--- src/rtl/reg_file_param.sv ---
// Parameterised register file with two registered read ports, write-first forwarding,
// and a one-entry-per-cycle clear sequencer that holds off reads and writes while running.
module reg_file_param #(
   parameter  int WIDTH    = 16,
   parameter  int DEPTH    = 8,
   parameter  int ZERO_REG = 0,
   localparam int AW       = $clog2(DEPTH)
) (
   input  logic             clock,
   input  logic             reset_n,
   input  logic             rd_en,
   input  logic [AW-1:0]    read1,
   input  logic [AW-1:0]    read2,
   output logic [WIDTH-1:0] data1,
   output logic [WIDTH-1:0] data2,
   output logic             data_valid,
   input  logic             reg_write,
   input  logic [AW-1:0]    write_reg,
   input  logic [WIDTH-1:0] write_data,
   input  logic             clear_req,
   output logic             busy
);

   typedef enum logic {IDLE, CLEAR} state_e;

   state_e           state_q, state_d;
   logic [AW-1:0]    cnt_q, cnt_d;
   logic [WIDTH-1:0] regs_q [DEPTH];
   logic [WIDTH-1:0] regs_d [DEPTH];
   logic [WIDTH-1:0] data1_q, data1_d;
   logic [WIDTH-1:0] data2_q, data2_d;
   logic             valid_q, valid_d;

   logic             wr_ok;
   logic             rd_ok;
   logic [WIDTH-1:0] rd1_val;
   logic [WIDTH-1:0] rd2_val;

   // Addresses past DEPTH exist whenever DEPTH is not a power of two.
   function automatic logic in_range(input logic [AW-1:0] a);
      return 32'(a) < DEPTH;
   endfunction

   function automatic logic zero_slot(input logic [AW-1:0] a);
      return (ZERO_REG != 0) && (a == '0);
   endfunction

   // A clear request wins over a coincident write; the read on that edge still sees old data.
   assign wr_ok = reg_write && (state_q == IDLE) && !clear_req
                  && in_range(write_reg) && !zero_slot(write_reg);
   assign rd_ok = rd_en && (state_q == IDLE);

   always_comb begin
      // NOTE: every combinational output gets a default first, so no latch can be inferred.
      rd1_val = '0;
      rd2_val = '0;
      if (in_range(read1) && !zero_slot(read1))
         rd1_val = (wr_ok && write_reg == read1) ? write_data : regs_q[read1];
      if (in_range(read2) && !zero_slot(read2))
         rd2_val = (wr_ok && write_reg == read2) ? write_data : regs_q[read2];
   end

   always_comb begin
      state_d = state_q;
      cnt_d   = cnt_q;
      regs_d  = regs_q;
      data1_d = data1_q;
      data2_d = data2_q;
      valid_d = 1'b0;

      case (state_q)
         IDLE: begin
            if (clear_req) begin
               state_d = CLEAR;
               cnt_d   = '0;
            end
         end
         CLEAR: begin
            regs_d[cnt_q] = '0;
            if (cnt_q == AW'(DEPTH - 1)) state_d = IDLE;
            else                         cnt_d   = cnt_q + 1'b1;
         end
         default: state_d = IDLE;
      endcase

      if (wr_ok) regs_d[write_reg] = write_data;

      if (rd_ok) begin
         valid_d = 1'b1;
         data1_d = rd1_val;
         data2_d = rd2_val;
      end
   end

   always_ff @(posedge clock or negedge reset_n) begin
      if (!reset_n) begin
         state_q <= IDLE;
         cnt_q   <= '0;
         data1_q <= '0;
         data2_q <= '0;
         valid_q <= 1'b0;
         // NOTE: the entries are plain flops, so resetting them is legal; reset must zero them.
         for (int i = 0; i < DEPTH; i++) regs_q[i] <= '0;
      end else begin
         state_q <= state_d;
         cnt_q   <= cnt_d;
         data1_q <= data1_d;
         data2_q <= data2_d;
         valid_q <= valid_d;
         regs_q  <= regs_d;
      end
   end

   assign data1      = data1_q;
   assign data2      = data2_q;
   assign data_valid = valid_q;
   assign busy       = (state_q == CLEAR);

endmodule

--- config.mk ---
export PLATFORM = sky130hd
export DESIGN_NAME = reg_file_param
export DESIGN_NICKNAME = d
export VERILOG_FILES = /design/src/rtl/reg_file_param.sv
export SDC_FILE = /design/constraint.sdc
export NUM_CORES = 1
export LEC_CHECK = 0
export ABC_CLOCK_PERIOD_IN_PS = 2200
export BUFFER_PORTS_ARGS = -buffer_cell sky130_fd_sc_hd__buf_2
export CAP_MARGIN = 40
export CELL_PAD_IN_SITES_DETAIL_PLACEMENT = 1
export CELL_PAD_IN_SITES_GLOBAL_PLACEMENT = 1
export CORE_ASPECT_RATIO = 1.75
export CORE_UTILIZATION = 52
export CTS_CLUSTER_DIAMETER = 40
export DETAILED_ROUTE_END_ITERATION = 12
export GPL_TIMING_DRIVEN = 0
export PLACE_DENSITY_LB_ADDON = 0.1
export SETUP_SLACK_MARGIN = 0.02
export SKIP_CTS_REPAIR_TIMING = 1
export SYNTH_ARGS = -nofsm -noshare
export SYNTH_HDL_FRONTEND = slang
export SYNTH_SLANG_ARGS = --single-unit
--- constraint.sdc ---
create_clock -name clock -period 2.2 [get_ports clock]
set_input_delay 0.66 -clock clock [delete_from_list [all_inputs] [get_ports clock]]
set_output_delay 0.66 -clock clock [all_outputs]
set_load 0.005 [all_outputs]
Word level (Yosys, flattened, before mapping). Index checks and enable logic that the tools add are counted.

Equal/unequal tests: 5. Muxes and demuxes: 22. $lt $le $gt $ge: 6. Multipliers: 0. Reductions and logical operators: 9. Div/mod/pow operators: 0. $add $sub $neg: 1. Bitwise operators: 7. Shifts and indexed selects: 0.

Operators with widths (number): two-way mux 128 bit (2); bitwise AND 128 bit (1); bitwise mux 128 bit (1); two-way mux 16 bit (8); NOT 128 bit (1); binary-select mux 16 bit (select 3 bit) (2); demux 16 bit (select 3 bit) (2); greater-or-equal comparator 4 bit, second input constant (4); NOT 3 -> 4 bit (4); < comparator 4 x 1 -> 1 bit, second input constant (2); logical AND 1 bit (7); == test 3 bit (2); two-way mux 3 bit (2); case mux 3 bit (2 select lines) (1); inequality test 2 bit, second input constant (2); adder 3 x 1 -> 3 bit, second input constant (1); == test 3 bit, second input constant (1); two-way mux 1 bit (3); case mux 1 bit (2 select lines) (1); AND reduction 2 bit (1); logical NOT 1 bit (1); NOT 1 bit (1).

Bits in writable memories: 0. Latch bits: 0. Register bits after elaboration: 165. Bits of input ports: 30. Memories: 0. Memory bits (read-only): 0. Word-level logic and storage cells: 63.

Logic depth before layout (Yosys ltp). Gate-level depths: netlist of run 1.

Depth after elaboration: 10. Mapped depth: 7.

Worst setup path before layout of run 1. OpenSTA, ideal clock, no wires.

Path kind: input to register. Start point: input port read2[2]. End point: register data2_q[10], in the netlist data2[10]. Stages on the path: 5. Library setup time: 129 ps. Data required time: 2071 ps. Path slack: 303 ps. Path buffers: 2. Data arrival time: 1768 ps. Cells stage by stage: buf_2 -> buf_2 -> mux4_2 -> mux2i_1 -> a21oi_1.

Word-level cells in the longest chain between the ends: 5. Elaborated cells on any way between the ends: 7.

RTL lines: start: declaration (RTL line 13) `input logic [AW-1:0] read2,`; NOT 3 -> 4 bit (implied by the code) (RTL line 60) `rd2_val = (wr_ok && write_reg == read2) ? write_data : regs_q[read2];`; binary-select mux 16 bit (select 3 bit) (RTL line 60); two-way mux 16 bit (implied by the code) (2 in a row) (RTL line 60); two-way mux 16 bit * (RTL line 60); end signal: assignment (RTL line 108) `data2_q <= data2_d;`; end: declaration (RTL line 31) `logic [WIDTH-1:0] data2_q, data2_d;`.

Mark *: on every way between the ends. The rest lies on a longest branch, timed or not. The select of a mux whose other input is x is not followed. A chain may end at the register's enable or synchronous reset.

==> metrics, run 1 <==
fillers=1785; worst hold-check path type=in2async; Max-cap violations=0; Die X=roughly 100 microns; syn avg cell area=10.22 sq um; WP data arrival=2.43 ns; Syn Std Cell Area=8686 sq um; largest fanout on the critical path=10; vias in the first global route=8326; CP top delay family=simple AND/OR/NAND/NOR gates; Post-Syn Nets=882; Worst-path clk slew=0.07 ns; number of port buffers=40; TritonCTS Buffers=17; die area=17240 sq um; total gr overflow=0; GPL Wtd Cong=0.8959; Final setup viols=0; crit-path max cell delay=0.45 ns; Root Driver=clkbuf_16; global-route wire length before repair=48860 microns; Clk Latency, worst-skew pair=~0.45 ns; 1st-iter DRT viols=530; Remaining DRCs=0; status=finished, final reports clean; crit-path cells=buf_4 -> nor2b_1 -> nand3_1 -> clkbuf_2 -> nand2_1 -> o21ai_1; wire length per cell=27.84 microns; Worst Path Buf+Inv=2; GR Util All Layers=39.55%; Multi-input gate area=approximately 4200 sq um; synth unique cells=32; unrepaired setup endpoints after global routing=false; Core Box Area=16370 sq um; # rows=62; Setup CP Type=reg2reg; Setup TNS=0 ns; CTS tree=built; crit end category=flip-flop; FMAX=between 400 and 500 MHz; DR vias/cell=~6.6; final net count=944; Slew Limit Fails=0; initial antenna violation count=1; post-synth top area share=around 48%; crit path launch type=flip-flop; Initial Util=between 50% and 60%; Pwr Density=1105 nW/um^2; Post-Route WL=31990 microns; ant diodes=0; Yosys Warn Count=0; commonest non-fill, non-tap cell in the layout=nand2_1; slew at the pin closest to its max-slew limit=0.8660 ns; final core occ=60.38%; Relative slew margins=42.26%; total number of vias=7537; Mapped Cells=850; Synth Register Bits=around 170; I/O pins=64; sequential share of the synthesized area=47.54%; drt pass-1 iters=5; clock sinks=between 150 and 200; most frequent cells in the layout=260 x nand2_1, 165 x dfrtp_1, 82 x o21ai_0; HPWL after DPL=between 20000 and 25000 microns; layout cells sized above 1=between 20% and 30%; Yosys top cell by area=dfrtp_1; largest net degree at the start of global routing=117; Die Ht=173.0 microns; final hold viol count=0; period utilisation layout=between 90% and 100%; Clock Path Buffers=2; Synth-to-Final Area Change=13.79%; Routed Antenna Nets=0; synth top area cells=dfrtp_1 48%, mux4_2 17%, nand2_1 11%; Critical Path Slowest Stage Cell=dfrtp_1; Pleak=4.499 nW; clock skew=0.008274 ns; WP data required=2.53 ns; H-tree lvl count=4; final worst path period need=around 2.1 ns; FF+latch area=4129 sq um; peak supply drop=0.0006314 V
==> cell families (layout without fill, tap and decap cells) <==
| logic type | after synthesis | after routing | synth area share, % |
|---|---|---|---|
| buffers and inverters | 84 | 159 | 4.595 |
| AOI/OAI and AO/OA | 152 | 152 | 9.637 |
| xor gates and xnor gates | 7 | 7 | 0.7059 |
| muxes | 98 | 98 | 20.54 |
| and+or+nand+nor | 342 | 342 | 16.70 |
| DFF | 165 | 165 | 47.54 |
| adders and majority gates | 2 | 2 | 0.2881 |
==> flip-flops by register name, indices dropped and copies added (netlist names) <==
signal and cells:
regs_q 128, data1 16, data2 16, cnt_q 3, busy 1, data_valid 1
==> where the power goes <==
group	internal, W	switching (W)	total, W
Sequential	0.00384	0.000665	0.00450
Clock	0.00205	0.00131	0.00335
Combinational	0.00127	0.00179	0.00306
==> cell usage after synthesis <==
| cell type | instances |
|---|---|
| a21oi_1 | 17 |
| and4_1 | 2 |
| o21ai_0 | 82 |
| buf_2 | 27 |
| xnor2_1 | 7 |
| o22ai_1 | 16 |
| or3b_1 | 1 |
| dfrtp_1 | 165 |
| inv_2 | 1 |
| inv_1 | 1 |
| nor3b_2 | 1 |
| nor2_1 | 3 |
| clkbuf_1 | 38 |
| nand2_1 | 260 |
| and4bb_2 | 1 |
| mux4_2 | 64 |
| clkbuf_2 | 4 |
| nand2b_1 | 1 |
| o21a_1 | 2 |
| nand3_1 | 57 |
| nand4_1 | 3 |
| buf_4 | 12 |
| ha_1 | 2 |
| and3_1 | 6 |
| a22oi_1 | 16 |
| buf_1 | 1 |
| nor2b_1 | 5 |
| mux2_2 | 2 |
| a22o_1 | 3 |
| o21ai_1 | 16 |
| nor3_4 | 2 |
| mux2i_1 | 32 |
==> path summary, 6_finish.rpt <==
| check | start | to | slack [ns] | cells past startpoint |
|---|---|---|---|---|
| max in group asynchronous | reset_n | regs_q[98] | 1.13 | 2 |
| min in group clock | data1[13] | data1[13] | 0.51 | 2 |
| hold reg to reg | data1[13] | data1[13] | 0.51 | 2 |
| setup reg to reg | busy | regs_q[29] | 0.09 | 6 |
| hold / removal | reset_n | regs_q[25] | 0.11 | 1 |
| setup / recovery | busy | regs_q[29] | 0.09 | 6 |
==> cell type report <==
| class | count | share of cell area (%) |
|---|---|---|
| inverters | 2 | 0.07596 |
| plain buffers | 82 | 4.026 |
| clock inverters | 12 | 2.038 |
| flip-flops and latches | 165 | 41.78 |
| multi-input cells | 601 | 42.13 |
| clock buffers | 20 | 4.520 |
| well taps | 224 | 2.836 |
| repair buffers | 43 | 2.595 |
==> stage by stage <==
stage	setup slack (ns)	hold slack [ns]	total power (W)	std cells	instance area, sq um
floorplan	0.3032	0.3644	0.006180	850	8686
global placement	-1.997	0.4937	0.007205	1114	9166
detailed placement	-0.4976	0.5057	0.007520	1117	9223
CTS	-0.1792	0.1223	0.01087	1149	9871
global route	0.04267	0.1557	0.01131	1149	9883
finish	0.09029	0.1092	0.01092	1149	9883
==> per-layer routing <==
metal | vias to the layer above | track usage, % | wire (microns)
met5 | - | 0 | 11
met4 | 2 | 27.08 | 2141
met3 | 130 | 6.831 | 1798
met2 | 336 | 66.47 | 16840
met1 | 3952 | 45.40 | 11200
li1 | 3117 | - | -
(Power assumes the default switching activity.)
==> run 2, diff against run 1 <==
- BUFFER_PORTS_ARGS: -buffer_cell sky130_fd_sc_hd__buf_2 -> -buffer_cell sky130_fd_sc_hd__clkbuf_2
- CORE_MARGIN: default -> 4
==> metrics, run 2 (same netlist as run 1, synthesis figures left out) <==
status=finished, final reports clean; clock sinks=~170; WP data required=between 2 and 2.5 ns; crit end category=flip-flop; Worst-path clk slew=about 0.06 ns; 1st-iter DRT viols=498; initial antenna violation count=0; ant diodes=0; global-route wire length before repair=~49000 microns; Clk Latency, worst-skew pair=0.44 ns; crit path launch type=flip-flop; I/O pins=64; die area=18920 sq um; H-tree lvl count=4; Worst Path Buf+Inv=2; GPL Wtd Cong=0.9051; slew at the pin closest to its max-slew limit=0.8072 ns; layout cells sized above 1=slightly above 20%; end of the critical path=regs_q[116]; Non-Filler Instances=1147; Relative slew margins=45.83%; TritonCTS Buffers=17; Final setup viols=0; max reg flops=128; largest fanout on the critical path=10; Pleak=4.481 nW; total power=approximately 0.011 W; largest net degree at the start of global routing=88; HPWL after DPL=roughly 23000 microns; CTS tree=built; Hold Worst Slack=0.2318 ns; commonest non-fill, non-tap cell in the layout=nand2_1; most used cell along the critical path=nand2_1; final hold viol count=0; drt pass-1 iters=5; wire length per cell=between 20 and 30 microns; register bank with the most flops=regs_q; Remaining DRCs=0; Initial Util=52.81%; Routed Antenna Nets=0; Clock Path Buffers=2; Max-cap violations=0; Core Box Area=16450 sq um; peak supply drop=0.0006914 V; Critical R2R Launch=busy; Post-Route WL=32120 microns; Slew Limit Fails=0; number of port buffers=40; worst hold-check path type=in2async; worst slack at placement=-0.3554 ns; placed cells=approximately 1100; WP data arrival=2.43 ns; reg2reg setup slack=0.06 ns; Die Ht=179.0 microns; reg2reg path depth=6; crit-path cells=buf_4 -> nor2b_1 -> nand2_1 -> clkbuf_2 -> nand2_1 -> o21ai_0; final net count=943; Critical Path Slowest Stage Cell=dfrtp_1; vias in the first global route=approximately 8400; Root Driver=clkbuf_16; Detail Route met2 WL=16860 microns; Crit. Startpoint=busy; Pwr Density=1099 nW/um^2; total number of vias=around 7600; GR Util All Layers=35.46%; unrepaired setup endpoints after global routing=true; # rows=62; Setup CP Type=reg2reg; setup ws final=around 0.057 ns; Top Metal Used=met4; period utilisation layout=97.39%; DR vias/cell=around 6.6; CP top delay family=simple AND/OR/NAND/NOR gates; Synth-to-Final Area Change=13.47%; Die X=105.7 microns; final worst path period need=2.143 ns; r2r endpoint=regs_q[116]; crit-path max cell delay=0.44 ns; Met3 Wirelength=2112 microns; Met1 Wirelength=10950 microns; FMAX=466.7 MHz; most frequent cells in the layout=259 x nand2_1, 165 x dfrtp_1, 82 x o21ai_0; Critical Path Stages=6; total gr overflow=0; clock skew=0.006256 ns
run 2: worst min path at each step:
stage                 end  slack (ns)  depth (start not counted)
6_report       regs_q[25]        0.23                          1
4_1_cts        regs_q[25]        0.28                          1
5_1_grt        regs_q[25]        0.28                          1
3_3_place_gp   regs_q[72]        0.49                          2
2_1_floorplan        busy        0.36                          0
3_5_place_dp   regs_q[74]        0.51                          2
run 2: final cells by class:
class	count	area (sq um)
Clock inverter	9	151.4
Sequential cell	165	4129
Tap cell	224	280.3
Clock buffer	22	464.2
Inverter	2	7.507
Multi-Input combinational cell	601	4172
Fill cell	1841	6590
Timing Repair Buffer	43	259.0
Buffer	81	392.9
run 2: report_power, final:
| part | total, W | leakage (nW) | switching, W | internal, W |
|---|---|---|---|---|
| Clock | 0.00322 | 0.300 | 0.00127 | 0.00195 |
| Sequential | 0.00456 | 2.23 | 0.000716 | 0.00384 |
| Combinational | 0.00305 | 1.95 | 0.00179 | 0.00127 |
run 2: per-stage QoR:
stage	area, sq um	setup TNS, ns	util, %
after floorplan	8686	0	-
final	9856	0	59.93
after detailed placement	9225	-20.15	56.09
after global routing	9856	-0.1285	59.93
after global placement	9166	-408.95	55.74
after CTS	9841	-0.01408	59.84
run 2: metal layers:
layer | global-route usage (%) | up-vias
met3 | 5.874 | 135
met1 | 39.99 | 3889
met4 | 24.64 | 0
met2 | 61.16 | 408
li1 | - | 3118
met5 | 0 | -
==> run 3, diff against run 2 <==
- ABC_AREA: default -> 1
- ABC_CLOCK_PERIOD_IN_PS: 2200 -> 2400
- CELL_PAD_IN_SITES_DETAIL_PLACEMENT: 1 -> 0
- CORE_UTILIZATION: 52 -> 45
- clock period: 2.2 -> 2.4 ns (I/O delays scaled with it)
==> metrics, run 3 <==
status=finished, final reports clean; Post-Syn Nets=1335; crit-path max cell delay=around 0.66 ns; most frequent cells in the layout=404 x nand2_1, 261 x nand3_1, 165 x dfrtp_1; unrepaired setup endpoints after global routing=false; vias in the first global route=9323; Yosys top cell by area=dfrtp_1; Pwr Density=894.9 nW/um^2; syn avg cell area=7.307 sq um; Critical Path Slowest Stage Cell=clkbuf_1; final hold viol count=0; layout cells sized above 1=between 10% and 20%; H-tree lvl count=4; Core Box Area=about 21000 sq um; peak supply drop=just under 0.0005 V; GR Util All Layers=between 20 and 30%; most used cell along the critical path=nand3_1; number of port buffers=59; total number of vias=9057; Relative slew margins=45.02%; crit-path cells=buf_2 -> clkbuf_1 -> nand3_1 -> nand3_1 -> nand2_1 -> nor2_1 -> o21ai_2; Non-Filler Instances=1647; Setup CP Type=in2reg; reg2reg setup slack=0.54 ns; post-synth top area share=a little over two fifths; max reg flops=between 100 and 150; synth top area cells=dfrtp_1 43%, nand2_1 16%, nand3_1 14%; commonest non-fill, non-tap cell in the layout=nand2_1; Die X=about 120 microns; Max-cap violations=0; global-route wire length before repair=53560 microns; DR vias/cell=5.499; Mapped Cells=approximately 1300; period utilisation layout=81.44%; largest fanout on the critical path=10; Worst-path clk slew=roughly 0.070 ns; clock sinks=165; Clock Path Buffers=2; WP data arrival=2.29 ns; final net count=1414; CTS tree=built; Yosys Warn Count=0; total gr overflow=0; Critical R2R Launch=busy; final worst path period need=1.954 ns; WP data required=2.74 ns; Synth-to-Final Area Change=12.97%; top-count cell post-synth=nand2_1; Remaining DRCs=0; slew at the pin closest to its max-slew limit=0.8247 ns; wire length per cell=20.62 microns; Pleak=just under 5 nW; I/O pins=64; clock skew=0.01107 ns; Post-Route WL=about 34000 microns; final core occ=51.60%; initial antenna violation count=0; TritonCTS Buffers=17; ant diodes=0; Clk Latency, worst-skew pair=about 0.45 ns; worst hold-check path type=in2async; Final setup viols=0; # rows=70; largest net degree at the start of global routing=103; synth unique cells=25; Post-synth EDFFs=0; GPL Wtd Cong=approximately 0.95; Crit. Startpoint=read2[1]; 1st-iter DRT viols=744; ys flop type=dfrtp_1; register bank with the most flops=regs_q; Syn Std Cell Area=9522 sq um; Routed Antenna Nets=0; Initial Util=45.68%; crit path launch type=input port; r2r endpoint=data2[13]; Die Ht=200.4 microns; Synth Register Bits=165; FMAX=511.6 MHz; placed cells=around 1600; Root Driver=clkbuf_16; HPWL after DPL=26400 microns; die area=23640 sq um; Slew Limit Fails=0; sequential share of the synthesized area=43.36%; crit end category=flip-flop; drt pass-1 iters=5; share of synthesized registers carrying an async set or reset=100.0%; reg2reg path depth=8; end of the critical path=data2[13]; Synth top cells by count=404 x nand2_1, 261 x nand3_1, 165 x dfrtp_1
==> run 3: cell count changes in the layout (fill, tap and decap cells not counted), sizes merged, moves of 32 or more <==
cell    change
nand3     +205
mux4       -64
nor2       +70
nand2     +148
mux2i      -32
inv        +68
nand3b     +72
o21ai      +60
==> run 3: layout make-up <==
class	instances	area, sq um
clock inverter	13	135.1
timing repair buffer	60	331.6
buffer	92	456.7
fill	2111	10090
inverter	65	249.0
multi-input combinational	981	4687
tap	252	315.3
clock buffer	19	452.9
sequential	165	4129
==> run 3: logic make-up after synthesis <==
family,after synthesis,share of synthesized area [%]
and+or+nand+nor,815,39.49
DFF,165,43.36
AOI/OAI and AO/OA,163,9.356
buffers and inverters,157,7.411
adders and majority gates,2,0.2628
muxes,1,0.1183
==> run 3: per-stage QoR <==
stage	TNS [ns]	setup slack, ns	total power [W]	hold slack (ns)	cell area (sq um)
after global routing	0	0.3974	0.01027	0.2948	10760
after detailed placement	0	0.02542	0.006858	0.4699	10170
after global placement	-396.32	-2.419	0.006789	0.4666	10130
final	0	0.4455	0.009626	0.2530	10760
after CTS	0	0.4925	0.009660	0.2695	10760
after floorplan	0	0.6499	0.005813	0.4244	9522
==> run 3: layer usage <==
layer  vias up  GRT usage, %  share of wire [%]
met5         -             0                  0
met4         0         16.69                5.5
met3        91         3.101                4.3
met2       290         52.67                 52
met1      4228         34.24                 38
li1       4448             -                  -
==> run 3: how the worst min path moves through the flow <==
stage	start	end	slack (ns)	cells past startpoint
floorplan	reset_n	busy	0.42	0
global placement	data1[6]	data1[6]	0.47	2
detailed placement	data1[2]	data1[2]	0.47	2
CTS	reset_n	data2[2]	0.27	1
global route	reset_n	data2[2]	0.29	1
finish	reset_n	data2[2]	0.25	1
==> run 3: power by group <==
part | switching, W | total, W | internal [W]
clock network | 0.00129 | 0.00280 | 0.00152
registers | 0.000476 | 0.00395 | 0.00347
logic | 0.00179 | 0.00288 | 0.00109
total | 0.00355 | 0.00963 | 0.00608
==> run 3: critical path: cells and delay by family <==
kind / cells / cell delay (ns)
buffers and inverters: 2 / 0.89
AND/OR/NAND/NOR: 4 / 0.62
AO/OA/AOI/OAI: 1 / 0.06
